## src/rtl/vend_sequencer_pkg.sv

```systemverilog
// Shared types and constants for the vending transaction controller.
package vend_sequencer_pkg;

  typedef enum logic [1:0] {
    ST_IDLE     = 2'd0,
    ST_CREDIT   = 2'd1,
    ST_DISPENSE = 2'd2,
    ST_CHANGE   = 2'd3
  } vend_state_e;

  // Coin values in credit units (100 won each)
  localparam int unsigned COIN_100_U = 1;
  localparam int unsigned COIN_500_U = 5;
  localparam int unsigned COIN_VAL_W = 3;

endpackage

```

## src/rtl/vend_sequencer_timeout_ctr.sv

```systemverilog
// Inactivity counter for auto-refund: counts enabled cycles, clears on request,
// flags expiry combinationally on the TIMEOUT_CYC-th consecutive enabled cycle.
module vend_timeout_ctr #(
  parameter int unsigned TIMEOUT_CYC = 1000
) (
  input  logic CLK,
  input  logic nRESET,
  input  logic clr,
  input  logic cnt_en,
  output logic expire_c
);

  localparam int unsigned CNT_W = (TIMEOUT_CYC > 1) ? $clog2(TIMEOUT_CYC + 1) : 1;

  logic [CNT_W-1:0] cnt_q;
  logic [CNT_W-1:0] cnt_d;

  assign expire_c = cnt_en && (cnt_q == CNT_W'(TIMEOUT_CYC - 1));

  always_comb begin
    cnt_d = cnt_q;
    if (clr) begin
      cnt_d = '0;
    end else if (cnt_en && !expire_c) begin
      cnt_d = cnt_q + CNT_W'(1);
    end
  end

  always_ff @(posedge CLK or negedge nRESET) begin
    if (!nRESET) begin
      cnt_q <= '0;
    end else begin
      cnt_q <= cnt_d;
    end
  end

endmodule

```

## src/rtl/vend_sequencer.sv

```systemverilog
// Vending transaction controller: coin credit, price check, dispenser and change handshakes.
// Optional auto-refund on inactivity when AUTO_REFUND_EN is defined.
module vend_sequencer
  import vend_sequencer_pkg::*;
#(
  parameter int unsigned               NPROD       = 4,
  parameter int unsigned               CREDIT_W    = 4,
  parameter logic [NPROD*CREDIT_W-1:0] PRICES      = (NPROD*CREDIT_W)'(16'h8654),
  parameter int unsigned               TIMEOUT_CYC = 1000
) (
  input  logic                       CLK,
  input  logic                       nRESET,
  input  logic                       coin_100,
  input  logic                       coin_500,
  input  logic [NPROD-1:0]           sel,
  input  logic                       cancel,
  input  logic                       disp_ack,
  input  logic                       chg_ack,
  output logic                       disp_req,
  output logic [$clog2(NPROD)-1:0]   disp_id,
  output logic                       chg_req,
  output logic [CREDIT_W-1:0]        credit,
  output logic                       reject,
  output logic                       coin_reject,
  output logic                       coin_block,
  output logic                       busy
);

  localparam int unsigned ID_W = $clog2(NPROD);

  vend_state_e         state_q, state_d;
  logic [CREDIT_W-1:0] credit_q, credit_d;
  logic                disp_req_q, disp_req_d;
  logic [ID_W-1:0]     disp_id_q, disp_id_d;
  logic                chg_req_q, chg_req_d;
  logic                reject_q, reject_d;
  logic                coin_reject_q, coin_reject_d;
  logic                coin_block_q, coin_block_d;
  logic                busy_q, busy_d;

  logic                  coin_any_c;
  logic [COIN_VAL_W-1:0] coin_val_c;
  logic [CREDIT_W:0]     add_sum_c;
  logic                  add_ovf_c;
  logic [CREDIT_W-1:0]   price_c;
  logic [ID_W-1:0]       idx_c;
  logic                  sel_ok_c;
  logic                  to_expire_c;

  // Both coins in one cycle are summed and checked once
  assign coin_any_c = coin_100 | coin_500;
  assign coin_val_c = (coin_100 ? COIN_VAL_W'(COIN_100_U) : COIN_VAL_W'(0))
                    + (coin_500 ? COIN_VAL_W'(COIN_500_U) : COIN_VAL_W'(0));
  assign add_sum_c  = {1'b0, credit_q} + (CREDIT_W+1)'(coin_val_c);
  assign add_ovf_c  = add_sum_c[CREDIT_W];

  // Price mux; only meaningful when sel is one-hot
  always_comb begin
    price_c = '0;
    idx_c   = '0;
    for (int unsigned i = 0; i < NPROD; i++) begin
      if (sel[i]) begin
        price_c = PRICES[i*CREDIT_W +: CREDIT_W];
        idx_c   = ID_W'(i);
      end
    end
  end

  assign sel_ok_c = $onehot(sel) && (credit_q >= price_c);

`ifdef AUTO_REFUND_EN
  logic idle_c;

  // Any activity, or any state other than CREDIT, holds the counter at zero
  assign idle_c = (state_q == ST_CREDIT) && !coin_any_c && !cancel && (sel == '0);

  vend_timeout_ctr #(
    .TIMEOUT_CYC(TIMEOUT_CYC)
  ) u_timeout (
    .CLK      (CLK),
    .nRESET   (nRESET),
    .clr      (!idle_c),
    .cnt_en   (idle_c),
    .expire_c (to_expire_c)
  );
`else
  // No inactivity timer in this build; CREDIT is held indefinitely
  localparam int unsigned TIMEOUT_UNUSED = TIMEOUT_CYC;
  assign to_expire_c = 1'b0;
`endif

  always_comb begin
    state_d       = state_q;
    credit_d      = credit_q;
    disp_req_d    = disp_req_q;
    disp_id_d     = disp_id_q;
    chg_req_d     = chg_req_q;
    reject_d      = 1'b0;
    coin_reject_d = 1'b0;

    unique case (state_q)
      ST_IDLE: begin
        if (coin_any_c) begin
          if (add_ovf_c) begin
            coin_reject_d = 1'b1;
          end else begin
            credit_d = add_sum_c[CREDIT_W-1:0];
            state_d  = ST_CREDIT;
          end
        end
      end

      // Coin beats cancel beats select; cancel beats a simultaneous select
      ST_CREDIT: begin
        if (coin_any_c) begin
          if (add_ovf_c) begin
            coin_reject_d = 1'b1;
          end else begin
            credit_d = add_sum_c[CREDIT_W-1:0];
          end
        end else if (cancel) begin
          chg_req_d = 1'b1;
          state_d   = ST_CHANGE;
        end else if (sel != '0) begin
          if (sel_ok_c) begin
            credit_d   = credit_q - price_c;
            disp_id_d  = idx_c;
            disp_req_d = 1'b1;
            state_d    = ST_DISPENSE;
          end else begin
            reject_d = 1'b1;
          end
        end else if (to_expire_c) begin
          chg_req_d = 1'b1;
          state_d   = ST_CHANGE;
        end
      end

      ST_DISPENSE: begin
        coin_reject_d = coin_any_c;
        if (disp_ack) begin
          disp_req_d = 1'b0;
          disp_id_d  = '0;
          if (credit_q != '0) begin
            chg_req_d = 1'b1;
            state_d   = ST_CHANGE;
          end else begin
            state_d = ST_IDLE;
          end
        end
      end

      ST_CHANGE: begin
        coin_reject_d = coin_any_c;
        if (credit_q == '0) begin
          chg_req_d = 1'b0;
          state_d   = ST_IDLE;
        end else if (chg_ack) begin
          credit_d = credit_q - CREDIT_W'(1);
          if (credit_q == CREDIT_W'(1)) begin
            chg_req_d = 1'b0;
            state_d   = ST_IDLE;
          end
        end
      end

      default: begin
        state_d = ST_IDLE;
      end
    endcase

    coin_block_d = (state_d == ST_DISPENSE) || (state_d == ST_CHANGE);
    busy_d       = (state_d != ST_IDLE);
  end

  always_ff @(posedge CLK or negedge nRESET) begin
    if (!nRESET) begin
      state_q       <= ST_IDLE;
      credit_q      <= '0;
      disp_req_q    <= 1'b0;
      disp_id_q     <= '0;
      chg_req_q     <= 1'b0;
      reject_q      <= 1'b0;
      coin_reject_q <= 1'b0;
      coin_block_q  <= 1'b0;
      busy_q        <= 1'b0;
    end else begin
      state_q       <= state_d;
      credit_q      <= credit_d;
      disp_req_q    <= disp_req_d;
      disp_id_q     <= disp_id_d;
      chg_req_q     <= chg_req_d;
      reject_q      <= reject_d;
      coin_reject_q <= coin_reject_d;
      coin_block_q  <= coin_block_d;
      busy_q        <= busy_d;
    end
  end

  assign disp_req    = disp_req_q;
  assign disp_id     = disp_id_q;
  assign chg_req     = chg_req_q;
  assign credit      = credit_q;
  assign reject      = reject_q;
  assign coin_reject = coin_reject_q;
  assign coin_block  = coin_block_q;
  assign busy        = busy_q;

endmodule

```

## config.mk

```make
export PLATFORM = sky130hd
export DESIGN_NAME = vend_sequencer
export DESIGN_NICKNAME = d
export VERILOG_FILES = /design/src/rtl/vend_sequencer_pkg.sv /design/src/rtl/vend_sequencer_timeout_ctr.sv /design/src/rtl/vend_sequencer.sv
export SDC_FILE = /design/constraint.sdc
export NUM_CORES = 1
export LEC_CHECK = 0
export ABC_CLOCK_PERIOD_IN_PS = 6700
export CELL_PAD_IN_SITES_DETAIL_PLACEMENT = 0
export CELL_PAD_IN_SITES_GLOBAL_PLACEMENT = 1
export CORE_MARGIN = 2
export CORE_UTILIZATION = 41
export DETAILED_ROUTE_END_ITERATION = 12
export HOLD_SLACK_MARGIN = 0.15
export PLACE_DENSITY_LB_ADDON = 0.1
export SLEW_MARGIN = 20
export SYNTH_ARGS = -nofsm -noshare
export SYNTH_HDL_FRONTEND = slang
export SYNTH_SLANG_ARGS = --single-unit
```

## constraint.sdc

```tcl
create_clock -name CLK -period 6.7 [get_ports CLK]
set_input_delay 1.34 -clock CLK [delete_from_list [all_inputs] [get_ports CLK]]
set_output_delay 1.34 -clock CLK [all_outputs]
set_load 0.01 [all_outputs]
```

==> impl_metrics.tcl <==
set metrics [dict create \
    status "completed" \
    required_ns 6.86 \
    antenna_found_initial 0 \
    crit_path_max_fanout 6 \
    fin_area_um2 1478 \
    slew_viol_final 0 \
    grt.total_usage 0.1776 \
    ant_nets 0 \
    die_w_um 58.44 \
    finalNonFillerCells 194 \
    reg2reg_from "credit[0]" \
    hold_path_depth 2 \
    vias 1087 \
    grt_pass1_vias 1041 \
    root_buffer "clkbuf_4" \
    cts-htree-levels 1 \
    first_pass_iters 4 \
    synth_most_common_cell "inv_1" \
    finalClockSkew_ns 0.003288 \
    syn2layout_area_growth_pct 21.63 \
    vias_per_cell 5.603 \
    fin_crit_ns 3.890 \
    powerDensity_nw_per_um2 411.4 \
    wl_um 2672 \
    path_cells "clkdlybuf4s50_1, inv_1, fa_1, inv_1, ha_1, ha_1, nor2_1, a41oi_1, or3_4, a22o_1" \
    synth_xor_area_frac 0.03605 \
    cts_resized 0 \
    startpoint_type "input pin" \
    holdPathEnd "disp_req" \
    critPathKind "input pin to flip-flop" \
    regArea_um2 325.3 \
    syn_nets 171 \
    io_buffers 22 \
    relSlewSlack 0.6193 \
    rows 19 \
    muxShareOfSynthArea 0.009269 \
    clock_latency_ns 0.27 \
    fmax_mhz 257.1 \
    fillers 280 \
    ys_warn_count 0 \
    leakage_nw 0.6671 \
    die_h_um 58.44 \
    final_nets 194 \
    post_dp_cell_area_um2 1451 \
    synthesis.instances 141 \
    synth_largest_area_cell "dfrtp_1" \
    critPathTopFamily "adder cells" \
    fin_setup_tns_ns 0 \
    place_inst 190 \
    yosys.area_share.simple 0.1792 \
    ff2ff_setup_slack_ns 4.29 \
    grt_pass1_wl_um 4636 \
    asyncSetResetFlopFracSynth 1.000 \
    worst_pin_slew_ns 0.5693 \
    die-area_um2 3415 \
    synthAdderAreaFrac 0.2142 \
    min_period_over_period 0.5806 \
    place_congestion 0.8394 \
    synth_compound_area_frac 0.2194 \
    cp-end-kind "flip-flop" \
    synth_edf_count 0 \
    multiInputGateArea_um2 799.5 \
    hp-class "flip-flop to flip-flop" \
    cts_inserted_buffers 3 \
    diodes 0 \
    drtIter0Drc 33 \
    synth_ff_type "dfrtp_1" \
    synth_top_family_by_area "compound AO/OA/AOI/OAI gates" \
    cts_tree "done" \
    dpl.hpwl_um 2191 \
    ctsHoldBuffers 0 \
    timing.rr.end "credit[3]" \
    core_um2 2781 \
    slowest_stage "clkdlybuf4s50_1" \
    grt_max_degree 14 \
    syn_area_um2 1215 \
    ys_ff_latch 13 \
    cts.path.max_buffers 2 \
    clk_pin_slew_ns 0.08 \
    gr-total-overflow 0 \
    post_cts_buffers 0 \
    synth_top_area_share 0.2678 \
    maxCapViolCount 0 \
    hold_viol 0 \
    setup_viol 0 \
    cts_sinks 13 \
    ys_top_cells_by_count "17 x inv_1, 16 x ha_1, 13 x a21oi_1, 13 x dfrtp_1" \
    ios 23 \
    synth.lib_cells_used.distinct 39 \
    grt_setup_unrepaired "false" \
    ys_seq_area_frac 0.2678 \
    hp-start "disp_req" \
    slowest_delay_ns 0.57 \
    wl_per_cell_um 13.77 \
    reg2reg_depth 9 \
    drc 0 \
    synthTopCellsByArea "dfrtp_1 27%, ha_1 16%, a21oi_1 5.4%, inv_1 5.3%, fa_1 4.9%" \
    cp.arrival_ns 4.05 \
    start_util 0.4368 \
    path_buf_inv 3 \
    vdd_drop_max_mv 0.2686 \
    syn_avg_cell_area_um2 8.616 \
    layout-drive-gt1-share 0.05521 \
]
## worst max path at each step
stage | from | end | slack (ns) | cells past startpoint
2_1_floorplan | sel[0] | credit[0] | 3.25 | 9
3_3_place_gp | sel[3] | credit[1] | 2.60 | 10
3_5_place_dp | sel[3] | credit[0] | 2.53 | 10
4_1_cts | sel[3] | credit[0] | 2.82 | 10
5_1_grt | sel[3] | credit[3] | 2.68 | 10
6_report | sel[3] | credit[0] | 2.81 | 10
## registers in the layout, indices dropped and copies added, names as in the netlist
| signal | flops |
|---|---|
| chg_req | 1 |
| state_q | 2 |
| reject | 1 |
| busy | 1 |
| disp_id | 2 |
| coin_reject | 1 |
| credit | 4 |
| disp_req | 1 |
## cell usage in the layout, fill, tap and decap left out, types with 2 or more instances in the layout
master           Yosys  layout
clkdlybuf4s50_1      0      22
inv_1               17      17
ha_1                16      16
a21oi_1             13      13
dfrtp_1             13      13
nand2_1              9       9
nor2_1               9       9
nor3_1               6       6
a22o_1               6       6
nand3_1              5       5
o22ai_1              5       5
o21ai_1              3       3
xnor2_1              3       3
fa_1                 3       3
clkbuf_4             0       3
nor2b_1              2       2
a41oi_1              2       2
nor3b_1              2       2
xor2_1               2       2
nor4_1               2       2
## per-stage QoR
| step | total power, W | setup WS, ns | utilization | hold slack [ns] |
|---|---|---|---|---|
| floorplan | 0.0004348 | 3.245 | - | 0.5424 |
| detailed placement | 0.0005643 | 2.534 | 0.5218 | 0.5121 |
| global route | 0.0006707 | 2.683 | 0.5313 | 0.5374 |
| global placement | 0.0005556 | 2.601 | 0.5218 | 0.4995 |
| finish | 0.0006079 | 2.810 | 0.5313 | 0.5163 |
| CTS | 0.0006127 | 2.822 | 0.5313 | 0.5241 |
## layer usage
layer,wire (µm),global-route usage,share of wire
met1,1279,0.2410,0.48
met2,1206,0.2745,0.45
met5,0,0,0
met4,56,0.08306,0.021
met3,129,0.03077,0.048
## where the power goes
| part | switching, W | internal [W] | total [W] |
|---|---|---|---|
| Sequential | 0.0000610 | 0.000112 | 0.000173 |
| Combinational | 0.000187 | 0.000201 | 0.000388 |
| Clock | 0.0000241 | 0.0000231 | 0.0000471 |
## worst min-delay path: stages (launching register included)
cell,delay [ns]
dfrtp_1,0.38
inv_1,0.05
a21boi_1,0.05
## cells by family after synthesis
kind of cell             after synthesis
adder cells (fa/ha/maj)               19
multiplexers                           1
XOR/XNOR                               5
AND/OR/NAND/NOR                       42
flip-flops                            13
buffers and inverters                 22
AO/OA/AOI/OAI                         39
## final cells by class
type	count	area share
Inverter	18	0.04572
Clock buffer	4	0.01778
Sequential cell	13	0.2202
Tap cell	31	0.02625
Timing Repair Buffer	22	0.1490
Multi-Input combinational cell	106	0.5411
(Power assumes the default switching activity.)
